### config.mk
export PLATFORM = sky130hd
export DESIGN_NAME = spi_frame_sched_flat
export DESIGN_NICKNAME = d
export VERILOG_FILES = /design/src/rtl/spi_frame_sched_if.sv /design/src/rtl/spi_frame_sched.sv /design/src/flat_wrapper.sv
export SDC_FILE = /design/constraint.sdc
export NUM_CORES = 1
export LEC_CHECK = 0
export CAP_MARGIN = 15
export CORE_UTILIZATION = 48
export DETAILED_ROUTE_END_ITERATION = 8
export PLACE_DENSITY_LB_ADDON = 0.15
export SLEW_MARGIN = 10
export SYNTH_ARGS = -nofsm -noshare
export SYNTH_HDL_FRONTEND = slang
export SYNTH_SLANG_ARGS = --single-unit
export TNS_END_PERCENT = 1
### constraint.sdc
create_clock -name clk -period 1.4 [get_ports clk]
set_input_delay 0.28 -clock clk [delete_from_list [all_inputs] [get_ports clk]]
set_output_delay 0.28 -clock clk [all_outputs]
set_load 0.05 [all_outputs]
### src/rtl/spi_frame_sched_if.sv
// Frame-in / symbol-out bus of spi_frame_sched.
// Latency: none (wires only).
// Backpressure: sym_ready from the consumer; frames have none (they are accepted or dropped).
//   frame_valid/frame_data : one-cycle frame pulse from the SPI receive datapath
//   sym_valid/sym_ready    : symbol handshake; sym_data/sym_index/sym_last qualify a symbol
//   master modport = frame source and symbol sink; slave modport = the scheduler
interface spi_frame_sched_if #(
   parameter int DATA_WIDTH = 2,
   parameter int DATA_DEPTH = 16
);
   localparam int IW = $clog2(DATA_DEPTH);

   logic                             frame_valid;
   logic [DATA_WIDTH*DATA_DEPTH-1:0] frame_data;
   logic                             sym_valid;
   logic                             sym_ready;
   logic [DATA_WIDTH-1:0]            sym_data;
   logic [IW-1:0]                    sym_index;
   logic                             sym_last;

   modport master (
      output frame_valid, frame_data, sym_ready,
      input  sym_valid, sym_data, sym_index, sym_last
   );

   modport slave (
      input  frame_valid, frame_data, sym_ready,
      output sym_valid, sym_data, sym_index, sym_last
   );
endinterface

### src/rtl/spi_frame_sched.sv
// Two-frame scheduler: buffers received frames and streams them out MSB symbol first.
// Latency: frame_valid in IDLE -> symbol 0 valid next cycle; back-to-back frames have no bubble.
// Backpressure: symbols hold while sym_ready=0; frames arriving with no buffer space are dropped and counted.
//   clk, nrst          : clock, asynchronous active-low reset
//   bus (slave)        : frame input and symbol output handshake
//   flush, clear_ovf   : synchronous abort of held frames / clear of drop status
//   busy, overflow     : frame held / sticky drop flag
//   drop_count         : saturating drop counter, present only with SPI_FRAME_SCHED_DROP_CNT_EN
module spi_frame_sched #(
   parameter int DATA_WIDTH = 2,
   parameter int DATA_DEPTH = 16
) (
   input  logic                  clk,
   input  logic                  nrst,
   spi_frame_sched_if.slave      bus,
   input  logic                  flush,
   input  logic                  clear_ovf,
   output logic                  busy,
   output logic                  overflow,
   output logic [7:0]            drop_count
);
   localparam int FW = DATA_WIDTH * DATA_DEPTH;
   localparam int IW = $clog2(DATA_DEPTH);
   localparam logic [IW-1:0] LAST_IDX = IW'(DATA_DEPTH - 1);

   localparam logic [0:0] ST_IDLE   = 1'b0;
   localparam logic [0:0] ST_STREAM = 1'b1;

   logic [0:0]    state_q, state_d;
   logic [FW-1:0] act_q, act_d;       // active frame, current symbol kept in the top W bits
   logic [FW-1:0] pend_q, pend_d;
   logic          pend_vld_q, pend_vld_d;
   logic [IW-1:0] idx_q, idx_d;
   logic          last_q, last_d;
   logic          busy_q, busy_d;
   logic          ovf_q, ovf_d;
   logic          xfer;
   logic          drop;

   assign xfer = (state_q == ST_STREAM) & bus.sym_ready;

   always_comb begin
      state_d    = state_q;
      act_d      = act_q;
      pend_d     = pend_q;
      pend_vld_d = pend_vld_q;
      idx_d      = idx_q;
      drop       = 1'b0;

      if (flush) begin
         // Held frames are abandoned; a coincident frame is discarded, not dropped.
         state_d    = ST_IDLE;
         pend_vld_d = 1'b0;
         idx_d      = '0;
      end else if (state_q == ST_IDLE) begin
         if (bus.frame_valid) begin
            act_d   = bus.frame_data;
            state_d = ST_STREAM;
            idx_d   = '0;
         end
      end else if (xfer && last_q) begin
         // Frame boundary: the next frame (pending first, else a new arrival) starts with no bubble.
         idx_d = '0;
         if (pend_vld_q) begin
            act_d = pend_q;
            if (bus.frame_valid) begin
               pend_d = bus.frame_data;
            end else begin
               pend_vld_d = 1'b0;
            end
         end else if (bus.frame_valid) begin
            act_d = bus.frame_data;
         end else begin
            state_d = ST_IDLE;
         end
      end else begin
         if (xfer) begin
            act_d = act_q << DATA_WIDTH;
            idx_d = idx_q + 1'b1;
         end
         if (bus.frame_valid) begin
            if (!pend_vld_q) begin
               pend_d     = bus.frame_data;
               pend_vld_d = 1'b1;
            end else begin
               drop = 1'b1;
            end
         end
      end

      // Registered copies so no output depends combinationally on any input.
      last_d = (state_d == ST_STREAM) && (idx_d == LAST_IDX);
      busy_d = (state_d == ST_STREAM) | pend_vld_d;

      // A drop in the same cycle as clear_ovf leaves the flag set.
      ovf_d = clear_ovf ? 1'b0 : ovf_q;
      if (drop) begin
         ovf_d = 1'b1;
      end
   end

   always_ff @(posedge clk or negedge nrst) begin
      if (!nrst) begin
         state_q    <= ST_IDLE;
         act_q      <= '0;
         pend_q     <= '0;
         pend_vld_q <= 1'b0;
         idx_q      <= '0;
         last_q     <= 1'b0;
         busy_q     <= 1'b0;
         ovf_q      <= 1'b0;
      end else begin
         state_q    <= state_d;
         act_q      <= act_d;
         pend_q     <= pend_d;
         pend_vld_q <= pend_vld_d;
         idx_q      <= idx_d;
         last_q     <= last_d;
         busy_q     <= busy_d;
         ovf_q      <= ovf_d;
      end
   end

`ifdef SPI_FRAME_SCHED_DROP_CNT_EN
   logic [7:0] drop_cnt_q, drop_cnt_d;

   always_comb begin
      drop_cnt_d = clear_ovf ? 8'd0 : drop_cnt_q;
      if (drop) begin
         if (clear_ovf) begin
            drop_cnt_d = 8'd1;
         end else if (drop_cnt_q != 8'hFF) begin
            drop_cnt_d = drop_cnt_q + 8'd1;
         end
      end
   end

   always_ff @(posedge clk or negedge nrst) begin
      if (!nrst) begin
         drop_cnt_q <= 8'd0;
      end else begin
         drop_cnt_q <= drop_cnt_d;
      end
   end

   assign drop_count = drop_cnt_q;
`else
   assign drop_count = 8'd0;
`endif

   assign bus.sym_valid = (state_q == ST_STREAM);
   assign bus.sym_data  = act_q[FW-1 -: DATA_WIDTH];
   assign bus.sym_index = idx_q;
   assign bus.sym_last  = last_q;
   assign busy          = busy_q;
   assign overflow      = ovf_q;
endmodule

### src/flat_wrapper.sv
// flat-port wrapper written by rule: the top's interface ports become plain ports
module spi_frame_sched_flat 
#(
   parameter int DATA_WIDTH = 2,
   parameter int DATA_DEPTH = 16
)
  (clk, nrst, flush, clear_ovf, busy, overflow, drop_count, bus_frame_valid, bus_frame_data, bus_sym_ready, bus_sym_valid, bus_sym_data, bus_sym_index, bus_sym_last);
  spi_frame_sched_if #(.DATA_WIDTH(DATA_WIDTH), .DATA_DEPTH(DATA_DEPTH)) bus_i ();
  input  logic clk;
  input  logic nrst;
  input  logic flush;
  input  logic clear_ovf;
  output logic busy;
  output logic overflow;
  output logic [7:0] drop_count;
  input wire logic [$bits(bus_i.frame_valid)-1:0] bus_frame_valid;
  input wire logic [$bits(bus_i.frame_data)-1:0] bus_frame_data;
  input wire logic [$bits(bus_i.sym_ready)-1:0] bus_sym_ready;
  output wire logic [$bits(bus_i.sym_valid)-1:0] bus_sym_valid;
  output wire logic [$bits(bus_i.sym_data)-1:0] bus_sym_data;
  output wire logic [$bits(bus_i.sym_index)-1:0] bus_sym_index;
  output wire logic [$bits(bus_i.sym_last)-1:0] bus_sym_last;
  assign bus_i.frame_valid = bus_frame_valid;
  assign bus_i.frame_data = bus_frame_data;
  assign bus_i.sym_ready = bus_sym_ready;
  assign bus_sym_valid = bus_i.sym_valid;
  assign bus_sym_data = bus_i.sym_data;
  assign bus_sym_index = bus_i.sym_index;
  assign bus_sym_last = bus_i.sym_last;
  spi_frame_sched #(.DATA_WIDTH(DATA_WIDTH), .DATA_DEPTH(DATA_DEPTH)) u_core (.clk(clk), .nrst(nrst), .bus(bus_i), .flush(flush), .clear_ovf(clear_ovf), .busy(busy), .overflow(overflow), .drop_count(drop_count));
endmodule
==> results_dict.tcl, run 1 <==
set metrics [dict create \
    syn_avg_cell_area_um2 12.19 \
    cts_root_buffer "clkbuf_8" \
    crit_path_end_kind "flip-flop" \
    hold_viol_final 0 \
    die_area_um2 7658 \
    setup_viol 66 \
    portBuffers 47 \
    fin_crit_sh 1.106 \
    finalMaxSlewViolations 0 \
    clk_pin_slew_ns 0.08 \
    critical_path_class "flip-flop to flip-flop" \
    cts.sinks 73 \
    place_inst 439 \
    hold_path_class "input port to flip-flop" \
    core_um2 6944 \
    grt_pass1_vias 2585 \
    ys_seq_elements 73 \
    syn_inst 288 \
    whs_ns 0.3603 \
    tns_ns -7.422 \
    cap_viol_max_count 0 \
    antenna_found_initial 0 \
    vias 2626 \
    drt_first_pass_iters 4 \
    startpoint_type "flip-flop" \
    yosysTopAreaCell "dfrtp_1" \
    drcViolationCount 0 \
    synth_cell_type_count 35 \
    io_pins 56 \
    dr.first_iter.drc_count 191 \
    die_h_um 87.51 \
    dpl.hpwl_um 4883 \
    ys_warn_count 0 \
    p_leak_nw 1.992 \
    skew_ns 0.01127 \
    initial_core_util 0.5054 \
    wl_um 8160 \
    wl_per_cell_um 17.62 \
    seqCellArea_um2 1831 \
    grt_max_degree 74 \
    htreeDepth 3 \
    tritoncts "yes" \
    syn2layout_area_growth_pct 33.40 \
    fin_crit_ns 1.548 \
    cp.arrival_ns 1.78 \
    vdd_drop_max_uv 727.0 \
    max_freq_mhz 646.0 \
    gp_congestion 0.8160 \
    p_per_area_nw_per_um2 1265 \
    cp_max_fo 15 \
    required_ns 1.63 \
    cts_buffer_depth 2 \
    rsz0062_at_grt "true" \
    drive_gt1_frac 0.3924 \
    std_cell_rows 30 \
    diodes 0 \
    vias_per_cell 5.672 \
    ant_nets 0 \
    status "finished with violations" \
    die_x_um 87.51 \
    finalWorstSetupSlack_ns -0.1481 \
    insertion_delay_ns 0.36 \
    track_usage 0.2323 \
    final_nets 401 \
    violations "negative setup slack" \
    fin_cells 463 \
    grt_pass1_wl_um 13270 \
    multiInputGateArea_um2 1484 \
    fill_cells 512 \
    yosysTopAreaCellShare 0.5205 \
    mostFrequentLayoutCells "dfrtp_1 (70), nand2_1 (37), clkdlybuf4s50_1 (33)" \
    yosysSeqAreaShare 0.5205 \
    place_ws_ns -0.6020 \
    syn_area_um2 3510 \
    synth_area_leaders "dfrtp_1 (52%), mux2_4 (13%), o221a_2 (9.6%)" \
    overflow 0 \
    cts_buffers 9 \
    layout_commonest_cell "dfrtp_1" \
]
## cell type report
| type | instances | area share |
|---|---|---|
| flip-flops and latches | 73 | 0.3910 |
| multi-input cells | 182 | 0.3169 |
| repair buffers | 89 | 0.2173 |
| clock buffers | 9 | 0.02646 |
| well taps | 96 | 0.02565 |
| clock inverters | 7 | 0.01657 |
| inverters | 7 | 0.006146 |
## path summary, 6_finish.rpt
check / from / end / slack [ns] / depth (start not counted)
max: u_core.pend_vld_q / u_core.pend_q[24] / -0.15 / 5
min reg2reg: u_core.pend_q[27] / u_core.pend_q[27] / 0.52 / 1
min: flush / u_core.busy / 0.36 / 2
max reg2reg: u_core.pend_vld_q / u_core.pend_q[24] / -0.15 / 5
min in group asynchronous: nrst / u_core.pend_q[6] / 0.49 / 3
max in group asynchronous: nrst / u_core.bus.sym_valid / 0.58 / 3
## timing repair
action	4_1_cts	5_1_grt
setup buffers	6	0
pin swaps	1	1
endpoints found under the setup margin	68	71
hold buffers	1	0
resized for setup	17	7
endpoints found under the hold margin	73	0
gates cloned	2	0
## routing by layer
metal | vias up | wire length [um] | track usage
met5 | - | 0 | 0
met1 | 1346 | 3671 | 0.3067
met4 | 0 | 71 | 0.05365
met3 | 5 | 324 | 0.06730
met2 | 60 | 4093 | 0.3807
li1 | 1215 | - | -
## power breakdown
group / internal [mW] / switching [mW] / leakage, nW / total, mW
clock network: 0.838 / 0.873 / 0.100 / 1.71
registers: 2.56 / 0.295 / 0.859 / 2.86
logic: 0.833 / 0.522 / 1.03 / 1.35
total: 4.23 / 1.69 / 1.99 / 5.92
## cells in the mapped netlist, drive strengths merged
| master | n |
|---|---|
| dfrtp | 73 |
| nand2 | 39 |
| mux2 | 32 |
| o22ai | 31 |
| o221a | 30 |
| buf | 26 |
| clkbuf | 7 |
| inv | 7 |
| nor2 | 7 |
| a21oi | 6 |
| o21ai | 4 |
| nand3 | 3 |
| nor2b | 3 |
| a31oi | 2 |
| nand4 | 2 |
| nor4bb | 2 |
| o221ai | 2 |
| a21bo | 1 |
| and3 | 1 |
| and3b | 1 |
| and4 | 1 |
| and4b | 1 |
| conb | 1 |
| ha | 1 |
| mux2i | 1 |
| nand3b | 1 |
| nor3 | 1 |
| o21a | 1 |
| or4b | 1 |
## per-stage QoR
stage / power (mW) / util / cell area (um^2)
2_1_floorplan: 3.711 / - / 3546
3_3_place_gp: 4.141 / 0.6249 / 4339
3_5_place_dp: 4.189 / 0.6249 / 4339
4_1_cts: 5.943 / 0.6748 / 4686
5_1_grt: 6.172 / 0.6742 / 4682
6_report: 5.923 / 0.6742 / 4682
## critical path: stages, from the launching register on
cell	delay (ns)
dfrtp_1	0.42
nand3b_1	0.19
and3b_2	0.24
buf_6	0.13
buf_12	0.15
mux2_4	0.30
## cell families after synthesis
group	synth area share
and+or+nand+nor	0.08485
muxes	0.1376
buffers and inverters	0.07309
adders and majority gates	0.003564
DFF	0.5205
AOI/OAI and AO/OA	0.1793
other	0.001068
## registers in the layout, indices dropped and copies added, names as in the netlist
signal                flops
u_core.bus.sym_index      4
u_core.bus.sym_last       1
u_core.overflow           1
u_core.pend_vld_q         1
u_core.pend_q            32
u_core.act_q             32
u_core.bus.sym_valid      1
u_core.busy               1
Note: power is estimated with default switching activity, not from simulation.
==> inputs of run 2 (changes only) <==
Settings changed: CORE_UTILIZATION 48 to 55, DONT_BUFFER_PORTS set to 1, SLEW_MARGIN 10 to not set.
==> run 2 against run 1 <==
First-iteration DRC count is 24% lower. Register-to-register slack better by 0.07 ns. The run ends with negative hold slack, negative setup slack left. Clock power is 16% higher. Final cell count is 17% lower. Clock-buffer cell count is 1 higher. Critical endpoint unchanged.
==> results_dict.tcl, run 2 (synthesized netlist as in run 1, its figures left out) <==
set metrics [dict create \
    fin_crit_ns 1.482 \
    grt_max_degree 74 \
    finalCoreUtilization 0.6632 \
    crit_family "flip-flops" \
    diodes 0 \
    die_area_um2 6704 \
    tritoncts "yes" \
    overflow 0 \
    layout_commonest_cell "dfrtp_1" \
    whs_ns -0.3728 \
    hold_viol_final 73 \
    drt-met1-wl_um 3469 \
    antenna_found_initial 0 \
    p_total_mw 5.883 \
    initial_core_util 0.5824 \
    status "finished with violations" \
    die_h_um 81.88 \
    htreeDepth 3 \
    topRoutingLayerUsed "met4" \
    insertion_delay_ns 0.34 \
    startpoint_type "flip-flop" \
    tns_ns -2.678 \
    cts_buffers 9 \
    place_ws_ns -0.08452 \
    ant_nets 0 \
    max_stage_delay_ns 0.44 \
    clk_pin_slew_ns 0.08 \
    hold_path_class "input port to async pin" \
    place_inst 369 \
    fin_cells 385 \
    met3_length_um 459 \
    gp_congestion 0.7566 \
    ctsHoldBuffers 1 \
    max_freq_mhz 674.7 \
    core_um2 6026 \
    vias_per_cell 6.036 \
    dr_wl_met2_um 3422 \
    mostFrequentLayoutCells "dfrtp_1 (70), nand2_1 (36), mux2_4 (32)" \
    cap_viol_max_count 0 \
    required_ns 1.62 \
    grt_pass1_wl_um 11780 \
    violations "negative hold slack, negative setup slack" \
    p_leak_nw 1.718 \
    track_usage 0.2374 \
    cp_max_fo 22 \
    io_pins 56 \
    maxSlewHeadroom 0.6573 \
    drt_first_pass_iters 4 \
    multiInputGateArea_um2 1481 \
    critPathBufInv 1 \
    final_area_um2 3996 \
    cp.arrival_ns 1.70 \
    std_cell_rows 28 \
    setup_viol 65 \
    final_nets 345 \
    seqCellArea_um2 1831 \
    p_per_area_nw_per_um2 1472 \
    fill_cells 458 \
    dpl.hpwl_um 4594 \
    wl_per_cell_um 19.17 \
    fin_crit_sh 1.059 \
    dr.first_iter.drc_count 146 \
    placed_cell_area_um2 3695 \
    critical_path_class "flip-flop to flip-flop" \
    crit_path_end_kind "flip-flop" \
    syn2layout_area_growth_pct 13.87 \
    vias 2324 \
    finalMaxSlewViolations 0 \
    skew_ns 0.007639 \
    path_cells "nand2_1 > and3b_2 > buf_12 > mux2_4" \
    rsz0062_at_grt "true" \
    vdd_drop_max_uv 1297 \
    drcViolationCount 0 \
    drive_gt1_frac 0.3871 \
    cts.sinks 73 \
    portBuffers 0 \
    worst_path_max_delay_cell "dfrtp_2" \
    grt_pass1_vias 2380 \
    cts_root_buffer "clkbuf_8" \
    die_x_um 81.88 \
    worst_pin_slew_ns 0.5141 \
    finalWorstSetupSlack_ns -0.08209 \
    wl_um 7381 \
    cts_buffer_depth 2 \
]
[run 2: changes by cell type in the layout (fill, tap and decap cells not counted), sizes merged]
cell,previous run,this run
clkinvlp,1,0
inv,9,7
clkinv,3,2
buf,52,32
clkbuf,9,10
bufinv,1,3
clkdlybuf4s50,33,0
dlygate4sd2,3,0
[run 2: what timing repair did]
item	4_1_cts	5_1_grt
gates cloned	0	0
setup endpoints to repair	67	69
buffers inserted	0	0
pin swaps	2	0
gates resized for setup	8	7
endpoints found under the hold margin	79	73
[run 2: layer usage]
metal  GRT usage  vias to the layer above
met3     0.08222                        4
met5           0                        -
met4     0.05439                        0
met2      0.3661                       53
li1            -                     1093
met1      0.3209                     1174
[run 2: worst paths after layout]
check / startpoint / endpoint / slack (ns) / depth (start not counted)
max: u_core.bus.sym_valid / u_core.pend_q[24] / -0.08 / 4
min: nrst / u_core.act_q[7] / -0.37 / 0
max reg2reg: u_core.bus.sym_valid / u_core.pend_q[24] / -0.08 / 4
min reg2reg: u_core.pend_q[18] / u_core.pend_q[18] / 0.52 / 1
max in group asynchronous: nrst / u_core.bus.sym_index[0] / 1.67 / 0
min in group clk: flush / u_core.bus.sym_valid / 0.02 / 1
[run 2: cell type report]
class                   count  area share
clock buffers              10     0.03444
clock inverters             5     0.02599
inverters                   7    0.006575
multi-input cells         182      0.3707
flip-flops and latches     73      0.4580
well taps                  75     0.02348
repair buffers             33     0.08078
[run 2: power breakdown]
part / internal, mW / switching (mW) / total (mW)
clock network: 1.22 / 0.756 / 1.98
logic: 0.646 / 0.355 / 1.00
registers: 2.56 / 0.340 / 2.90
total: 4.43 / 1.45 / 5.88
